--- src/rtl/piso_tx.sv ---
// Parallel-in serial-out byte transmitter: start bit, 8 data bits LSB first, stop bit, DIV clocks per bit.
// Optional even-parity bit between data and stop when PISO_TX_PARITY_EN is defined.
module piso_tx #(
    parameter int DIV = 4
) (
    input  logic       clk,
    input  logic       rst,
    input  logic [7:0] din,
    input  logic       load,
    output logic       ready,
    output logic       txd,
    output logic       busy,
    output logic       done
);

`ifdef PISO_TX_PARITY_EN
    typedef enum logic [2:0] {IDLE, START, DATA, PARITY, STOP} state_t;
`else
    typedef enum logic [2:0] {IDLE, START, DATA, STOP} state_t;
`endif

    localparam logic [7:0] DIV_LAST = 8'(DIV - 1);

    state_t     state_q;
    logic [7:0] shift_q;
    logic [2:0] bit_q;
    logic [7:0] div_q;
    logic [7:0] div_d;
    logic       txd_q;
    logic       done_q;
    logic       bit_end;
`ifdef PISO_TX_PARITY_EN
    logic       par_q;
`endif

    always_comb begin
        bit_end = (div_q == DIV_LAST);
        div_d   = bit_end ? 8'd0 : div_q + 8'd1;
    end

    always_ff @(posedge clk) begin
        if (rst) begin
            state_q <= IDLE;
            shift_q <= 8'd0;
            bit_q   <= 3'd0;
            div_q   <= 8'd0;
            txd_q   <= 1'b1;
            done_q  <= 1'b0;
`ifdef PISO_TX_PARITY_EN
            par_q   <= 1'b0;
`endif
        end else begin
            done_q <= 1'b0;
            case (state_q)
                IDLE: begin
                    div_q <= 8'd0;
                    bit_q <= 3'd0;
                    if (load) begin
                        shift_q <= din;
                        txd_q   <= 1'b0;
                        state_q <= START;
`ifdef PISO_TX_PARITY_EN
                        par_q   <= ^din;
`endif
                    end
                end
                START: begin
                    div_q <= div_d;
                    if (bit_end) begin
                        txd_q   <= shift_q[0];
                        shift_q <= {1'b0, shift_q[7:1]};
                        state_q <= DATA;
                    end
                end
                DATA: begin
                    div_q <= div_d;
                    if (bit_end) begin
                        if (bit_q == 3'd7) begin
                            bit_q <= 3'd0;
`ifdef PISO_TX_PARITY_EN
                            txd_q   <= par_q;
                            state_q <= PARITY;
`else
                            txd_q   <= 1'b1;
                            state_q <= STOP;
`endif
                        end else begin
                            // shift_q[0] already holds the next bit: one shift happened on entry
                            bit_q   <= bit_q + 3'd1;
                            txd_q   <= shift_q[0];
                            shift_q <= {1'b0, shift_q[7:1]};
                        end
                    end
                end
`ifdef PISO_TX_PARITY_EN
                PARITY: begin
                    div_q <= div_d;
                    if (bit_end) begin
                        txd_q   <= 1'b1;
                        state_q <= STOP;
                    end
                end
`endif
                STOP: begin
                    div_q <= div_d;
                    if (bit_end) begin
                        txd_q   <= 1'b1;
                        done_q  <= 1'b1;
                        state_q <= IDLE;
                    end
                end
                default: state_q <= IDLE;
            endcase
        end
    end

    assign ready = (state_q == IDLE);
    assign busy  = ~ready;
    assign txd   = txd_q;
    assign done  = done_q;

endmodule
--- config.mk ---
export PLATFORM = sky130hd
export DESIGN_NAME = piso_tx
export DESIGN_NICKNAME = d
export VERILOG_FILES = /design/src/rtl/piso_tx.sv
export SDC_FILE = /design/constraint.sdc
export NUM_CORES = 1
export LEC_CHECK = 0
export ABC_AREA = 1
export CAP_MARGIN = 30
export CORE_AREA = 2 2 65 67
export DETAILED_ROUTE_END_ITERATION = 10
export DIE_AREA = 0 0 67 69
export SETUP_SLACK_MARGIN = 0.4
export SLEW_MARGIN = 20
export SYNTH_ARGS = -nofsm -noshare
export SYNTH_HDL_FRONTEND = slang
export SYNTH_SLANG_ARGS = --single-unit
export TNS_END_PERCENT = 1
--- constraint.sdc ---
create_clock -name clk -period 3.96 [get_ports clk]
set_input_delay 0.396 -clock clk [delete_from_list [all_inputs] [get_ports clk]]
set_output_delay 0.396 -clock clk [all_outputs]
set_load 0.02 [all_outputs]
After elaboration in Yosys (flattened, before gate mapping)
Index checks and enable logic that the tools add are counted.
Widths: inputs -> output; s select.
- add/subtract/negate cells: 2
- equal/unequal tests: 11
- muxes and demuxes: 23
- bitwise logic cells: 2
- reduce and logical (&&, ||, !) cells: 11
- operator list (kind ; count):
    $mux 8 ; 5
    $pmux 8 s3 ; 1
    $mux 3 ; 7
    $pmux 8 s2 ; 1
    $reduce_and 5->1 ; 3
    $ne 2x2->1 const B ; 6
    $pmux 3 s4 ; 1
    $add 8x1->8 const B ; 1
    $eq 8x2->1 const B ; 1
    $eq 3x2->1 const B ; 2
    $mux 1 ; 6
    $pmux 3 s2 ; 1
    $pmux 1 s4 ; 1
    $reduce_bool 2->1 ; 2
    $reduce_bool 4->1 ; 1
    $add 3x1->3 const B ; 1
    $eq 3x1->1 const B ; 1
    $eq 3x3->1 const B ; 1
    $logic_not 3->1 ; 1
    $reduce_bool 3->1 ; 1
    $reduce_or 3->1 ; 1
    $not 1->1 ; 2
    $reduce_and 2->1 ; 1
    $reduce_or 2->1 ; 1
- flip-flop bits (word level): 24
- input port bits: 11
- output and inout port bits: 4
- logic and storage cells: 55

Logic depth before layout (Yosys ltp)
Gate-level depths: netlist of run 1.
- depth in word-level cells: 4
- mapped depth: 10
- depth with buffers taken out: 10

Worst setup path before layout of run 1
Ideal clock, no wire load.
- path type: flip-flop to flip-flop
- from: register state_q[0]
- to: register state_q[1]
- library setup time: 0.114 ns
- arrival: 1.514 ns
- data required time: 3.846 ns
- slack: 2.332 ns
- cell stages (with the launch flop): 10
- buffers on the path: 0
- clock period less this slack: 1.628 ns
- path through: dfxtp_1 > inv_1 > ha_1 > inv_2 > nor2_2 > nor2_2 > nand2_1 > nand2_1 > nand2_1 > nor2_1
- longest elaborated chain between the ends: 3
- elaborated cells between the ends (all ways): 11
- those cells by class: 8 x eq/ne; 1 x mux; 2 x reduce/logical
- RTL lines (what ; line ; source):
    from (decl) ; 24 ; state_t state_q;
    from (signal assigned) ; 43 ; state_q <= IDLE;
    from (signal assigned) ; 61 ; state_q <= START;
    from (signal assigned) ; 72 ; state_q <= DATA;
    $logic_not 3->1 (*) ; - ;
    net ready ; 10 ; output logic ready,
    $ne 2x2->1 (no line) ; - ;
    $reduce_and 5->1 (no line) ; - ;
The timed path passes the listed nets; every way through them passes the cells marked *.
A chain may end at the register's enable or synchronous reset.

Final worst setup path of run 1
- from: register state_q[0]
- to: output port busy
- longest elaborated chain between the ends: 2
- RTL lines (what ; line ; source):
    $logic_not 3->1 ; 117 ; assign ready = (state_q == IDLE);
    $not 1->1 ; 118 ; assign busy = ~ready;
    to (decl) ; 12 ; output logic busy,
No other way between the ends.

==> results of run 1 <==
-- final cells by class --
type	instances	share of cell area, %
Multi-Input combinational cell	141	51.1
Tap cell	50	3.98
Sequential cell	23	29.3
Inverter	16	3.82
Clock buffer	4	2.87
Timing Repair Buffer	14	8.92
-- Yosys cell counts --
cell type | n | area (µm²)
a21oi_1 | 11 | 55.1
a21oi_4 | 1 | 16.3
a31o_2 | 1 | 8.76
a31oi_1 | 1 | 6.26
buf_2 | 1 | 5.00
clkbuf_1 | 3 | 11.3
dfxtp_1 | 23 | 460
ha_1 | 8 | 100
inv_1 | 10 | 37.5
inv_2 | 6 | 22.5
mux2i_1 | 7 | 70.1
nand2_1 | 39 | 146
nand2_4 | 1 | 11.3
nand3_1 | 7 | 35.0
nand3b_1 | 1 | 7.51
nand4_1 | 10 | 62.6
nor2_1 | 27 | 101
nor2_2 | 13 | 81.3
nor2_8 | 1 | 20.0
nor3_1 | 4 | 20.0
o211ai_1 | 1 | 7.51
o21ai_0 | 1 | 5.00
o21ai_1 | 3 | 15.0
o21ai_2 | 1 | 8.76
o21bai_1 | 1 | 7.51
xor2_1 | 2 | 17.5
-- where the power goes --
group	internal [µW]	switching, µW
registers	302	40.1
logic	294	497
clock network	71.8	73.8
total	667	611
-- sequential cells by signal, summed over array words and instances, names as in the netlist --
name / count
div_q: 8
shift_q: 8
bit_q: 3
state_q: 2
done: 1
txd: 1
-- cells by family after synthesis --
group,after synthesis
DFF,23
and+or+nand+nor,103
muxes,7
AOI/OAI and AO/OA,21
xor gates and xnor gates,2
adders and majority gates,8
buffers and inverters,20
-- metrics by stage --
step,instance area (µm²),total power [µW],hold slack (ns),cells
final,1570,1280,0.468,248
after global routing,1570,1410,0.490,248
after CTS,1570,1290,0.476,248
after detailed placement,1530,1140,0.455,244
after global placement,1530,1140,0.451,244
after floorplan,1340,973,0.441,184
-- final timing paths --
path               from    endpoint  depth (start not counted)
min            bit_q[1]    bit_q[1]                          2
min reg2reg    bit_q[1]    bit_q[1]                          2
max          state_q[0]        busy                          4
max reg2reg  state_q[0]  shift_q[6]                         10
-- metal layers --
| metal | track usage, % | vias to the layer above | share of wire (%) |
|---|---|---|---|
| met4 | 6.80 | 0 | 2.2 |
| met1 | 18.8 | 516 | 50 |
| met5 | 0 | - | 0 |
| met3 | 2.12 | 4 | 4.3 |
| li1 | - | 634 | - |
| met2 | 18.5 | 23 | 43 |
-- critical path: stages, from the launching register on --
cell             delay (ns)
dfxtp_1                0.36
inv_1                  0.10
ha_1                   0.30
inv_2                  0.09
clkdlybuf4s50_1        0.60
==> impl_metrics.yaml, run 1 <==
run_status:
  status: "finished clean"
floorplan:
  rows: 23
  dieWidth_um: 67
  ios: 15
  core_area_um2: 3910
  dieArea_um2: 4620
  dieHeight_um: 69
  start_util_pct: 34.2
timing:
  fmax_ghz: 0.473
  finalHoldViolations: 0
  tns_ns: 0
  fin_crit_ns: 2.11
  finalCritPeriodShare_pct: 53.4
  finalWorstSetupSlack_ns: 1.85
  slew_violations: 0
  rsz0062_at_grt: "false"
  finalSetupViolCount: 0
  skew_ns: 0.00141
  slew-limit-headroom_pct: 63.6
  worst_slew_pin_slew_ns: 0.544
worst_setup_path:
  path_class: "flop to primary output"
  arrival_ns: 1.72
  required_ns: 3.56
  startpoint_type: "flop"
  cp-end-kind: "primary output"
  critPathMaxFanout: 5
  rrSetupSlack_ns: 2.21
clock_network:
  ctsRootBufferMaster: "clkbuf_8"
  cts_num_sinks: 23
  h-tree-depth: 1
  postCtsSetupBuffers: 0
  max-clock-path-buffers: 2
  cts_resized: 0
  worstSkewPairLatency_ns: 0.26
  tritoncts: "yes"
  clkSlewWorstSetupHoldPaths_ns: 0.08
  ctsHoldBuffers: 0
  cts_buffers: 3
route:
  drc: 0
  drt-total-wl_um: 2650
  vias: 1177
  routedWlPerCell_um: 10.7
  via_per_inst: 4.75
  ant_nets: 0
  dr.pass1.iters: 4
  drtIter0Drc: 66
layout:
  diodes: 0
  drive_above_1_share_pct: 13.6
  layout_commonest_cell: "nand2_1"
  fill_cells: 436
  nNetsFinal: 218
  post-route-util_pct: 40.2
  multiInputGateArea_um2: 803
  ff_latch_area_um2: 460
  area_growth_pct: 17.3
  final_cell_mix: "39 x nand2_1, 27 x nor2_1, 23 x dfxtp_1, 14 x clkdlybuf4s50_1, 13 x nor2_2"
placement:
  place.gp.congestion: 0.747
  place_hpwl_um: 1910
  numPortBuffers: 14
  dp_slack_ns: 2.15
logic_synthesis:
  avgSynthCellArea_um2: 7.28
  synth_nets: 203
  yosys_warnings: 0
  ys_seq_area_share_pct: 34.4
  synth_xor_area_share_pct: 1.31
  synth-simple-area-share_pct: 36.2
  synth.area.mux_share_pct: 5.23
  synth.cell_area_um2: 1340
  yosys.area_share.adder_pct: 7.47
  ys_seq_elements: 23
  synth_compound_area_share_pct: 9.71
  synth_top_family_by_area: "simple AND/OR/NAND/NOR gates"
  netlist_instances: 184
  yosysUniqueCellTypes: 26
pwr:
  powerDensity_nw_per_um2: 814
  power_leakage_uw: 0.000649
  vdd_drop_max_mv: 0.419
grt:
  grt_pass1_vias: 1072
  grt_start_max_net_pins: 13
  track_usage_pct: 13.1
  overflow: 0
  antenna_found_initial: 0
  grt_pass1_wl_um: 4770
flow_run:
  max-cap-violations: 0
min_path:
  worstHoldPathType: "flop to flop"
No activity file was read; power rests on OpenSTA's default activity.
==> run 2: changes to the inputs <==
- clock period: 3.96 -> 1.85 ns (I/O delays scaled with it)
==> run 2 against run 1 <==
Sequential share of layout area shrank 3.2 points. Register-to-register slack lost 1.8 ns. Utilization grew 6.4 points. Critical path depth grew 5. Via count grew 5.7%. Critical endpoint is now shift_q[2]. Non-clock buffer count grew 15. Count of clock-buffer cells in the layout shrank 1. Largest cell class unchanged. Routed wire length grew 17%. Sequential power grew 130%.
==> impl_metrics.yaml, run 2 (same netlist as run 1, synthesis figures left out) <==
run_status:
  status: "finished clean"
grt:
  grt_start_max_net_pins: 14
  antenna_found_initial: 0
  grt_pass1_vias: 1140
  track_usage_pct: 13.3
  grt_pass1_wl_um: 4990
  overflow: 0
placement:
  place.gp.congestion: 0.794
  place_hpwl_um: 1960
  numPortBuffers: 14
  dp_slack_ns: 0.205
pwr:
  p_switching_uw: 1540
  power_leakage_uw: 0.000735
  vdd_drop_max_mv: 0.816
  power_frac_comb_pct: 66.5
  pwr-share-clk_pct: 9.7
  p_seq_share_pct: 23.8
  p_int_uw: 1810
  swShare_pct: 45.9
  powerDensity_nw_per_um2: 1830
timing:
  tns_ns: 0
  finalCritPeriodShare_pct: 78.9
  fin_hold_ws_ns: 0.477
  rsz0062_at_grt: "true"
  fmax_ghz: 0.685
  fin_crit_ns: 1.46
  slew_violations: 0
  skew_ns: 0.00801
  slew-limit-headroom_pct: 74.4
  worst_slew_pin_slew_ns: 0.383
  finalHoldViolations: 0
  finalWorstSetupSlack_ns: 0.390
  finalSetupViolCount: 0
floorplan:
  rows: 23
  start_util_pct: 34.2
  dieHeight_um: 69
  core_area_um2: 3910
  ios: 15
  dieWidth_um: 67
  dieArea_um2: 4620
min_path:
  hold_path_depth: 2
  worstHoldPathType: "flop to flop"
  min-delay-start: "bit_q[2]"
  holdPathEnd: "bit_q[2]"
worst_setup_path:
  startpoint_type: "flop"
  path_class: "flop to flop"
  ff2ff_path_depth: 9
  r2r_start: "div_q[0]"
  required_ns: 2.03
  slowest_stage: "dfxtp_4"
  rrSetupSlack_ns: 0.39
  critPathMaxFanout: 5
  path_common_cell: "nand2_1"
  slowest_delay_ns: 0.38
  cp-end-kind: "flop"
  path_cells: "ha_4 > nand2_1 > nor2_1 > nand2_2 > buf_4 > o21ai_2 > nand4_1 > nand2_1 > nor2_2"
  r2r_end: "shift_q[2]"
  arrival_ns: 1.64
route:
  drtIter0Drc: 74
  drc: 0
  drt-total-wl_um: 3110
  routedWlPerCell_um: 11.8
  dr.pass1.iters: 4
  via_per_inst: 4.71
  ant_nets: 0
  vias: 1244
layout:
  area_growth_pct: 36.0
  nNetsFinal: 234
  drive_above_1_share_pct: 28.0
  final_cell_mix: "38 x nand2_1, 25 x nor2_1, 19 x dfxtp_1, 14 x buf_4, 12 x clkdlybuf4s50_1"
  fill_cells: 399
  layout_commonest_cell: "nand2_1"
  reg_top3: "div_q (8), shift_q (8), bit_q (3)"
  diodes: 0
clock_network:
  cts_buffers: 3
  h-tree-depth: 1
  ctsRootBufferMaster: "clkbuf_8"
  clkSlewWorstSetupHoldPaths_ns: 0.09
  max-clock-path-buffers: 2
  tritoncts: "yes"
  worstSkewPairLatency_ns: 0.27
  cts_num_sinks: 23
flow_run:
  max-cap-violations: 0
## run 2: cell types whose count changed in the layout (fill, tap and decap cells not counted), sizes merged
cell / before / now
buf: 0 / 15
clkdlybuf4s50: 14 / 12
clkbuf: 4 / 3
clkdlybuf4s15: 0 / 1
clkinv: 0 / 1
dlygate4sd2: 0 / 1
o21ai: 5 / 6
## run 2: worst max path at each step
stage	cells past startpoint	end	startpoint	slack, ns
2_1_floorplan	10	shift_q[0]	state_q[0]	0.36
3_3_place_gp	6	shift_q[4]	state_q[1]	0.20
3_5_place_dp	6	shift_q[6]	state_q[1]	0.21
4_1_cts	10	shift_q[5]	state_q[1]	0.39
5_1_grt	9	shift_q[2]	div_q[0]	0.29
6_report	9	shift_q[2]	div_q[0]	0.39
## run 2: repair_timing
action,in CTS,in global routing
endpoints found under the setup margin,13,15
gates resized for setup,25,10
hold buffers,0,0
pin swaps,3,4
cloned,1,0
buffers inserted,5,7
## run 2: layer usage
metal  global-route usage (%)  part of all wire (%)
met1                     18.6                    49
met2                     20.9                    47
met3                     1.96                   2.2
met4                     3.63                   1.0
met5                        0                     0
## run 2: power groups by stage
stage	combinational [µW]	clock, µW	sequential, µW
2_1_floorplan	1370	0	738
3_3_place_gp	1760	0	747
3_5_place_dp	1760	0	747
4_1_cts	2020	330	784
5_1_grt	2460	351	814
6_report	2220	324	796
## run 2: final cells by class
class | instances | area [µm²] | area share, %
tap | 50 | 62.6 | 3.43
clock inverter | 1 | 5.00 | 0.275
multi-input combinational | 142 | 912 | 50.0
clock buffer | 3 | 41.3 | 2.26
sequential | 23 | 475 | 26.1
inverter | 16 | 70.1 | 3.84
timing repair buffer | 29 | 256 | 14.1
## run 2: through the flow
| stage | area [µm²] | total power (µW) | cells | util (%) |
|---|---|---|---|---|
| after floorplan | 1350 | 2110 | 184 | - |
| after global placement | 1560 | 2510 | 247 | 39.8 |
| after detailed placement | 1560 | 2510 | 247 | 39.8 |
| after CTS | 1740 | 3130 | 257 | 44.4 |
| after global routing | 1820 | 3630 | 264 | 46.6 |
| final | 1820 | 3340 | 264 | 46.6 |
## run 2: critical path: cells and delay by family (launching register included)
kind / cells / cell delay (ns)
AO/OA/AOI/OAI: 1 / 0.09
adder cells (fa/ha/maj): 1 / 0.16
buffers and inverters: 1 / 0.17
flip-flops: 1 / 0.38
AND/OR/NAND/NOR: 6 / 0.56
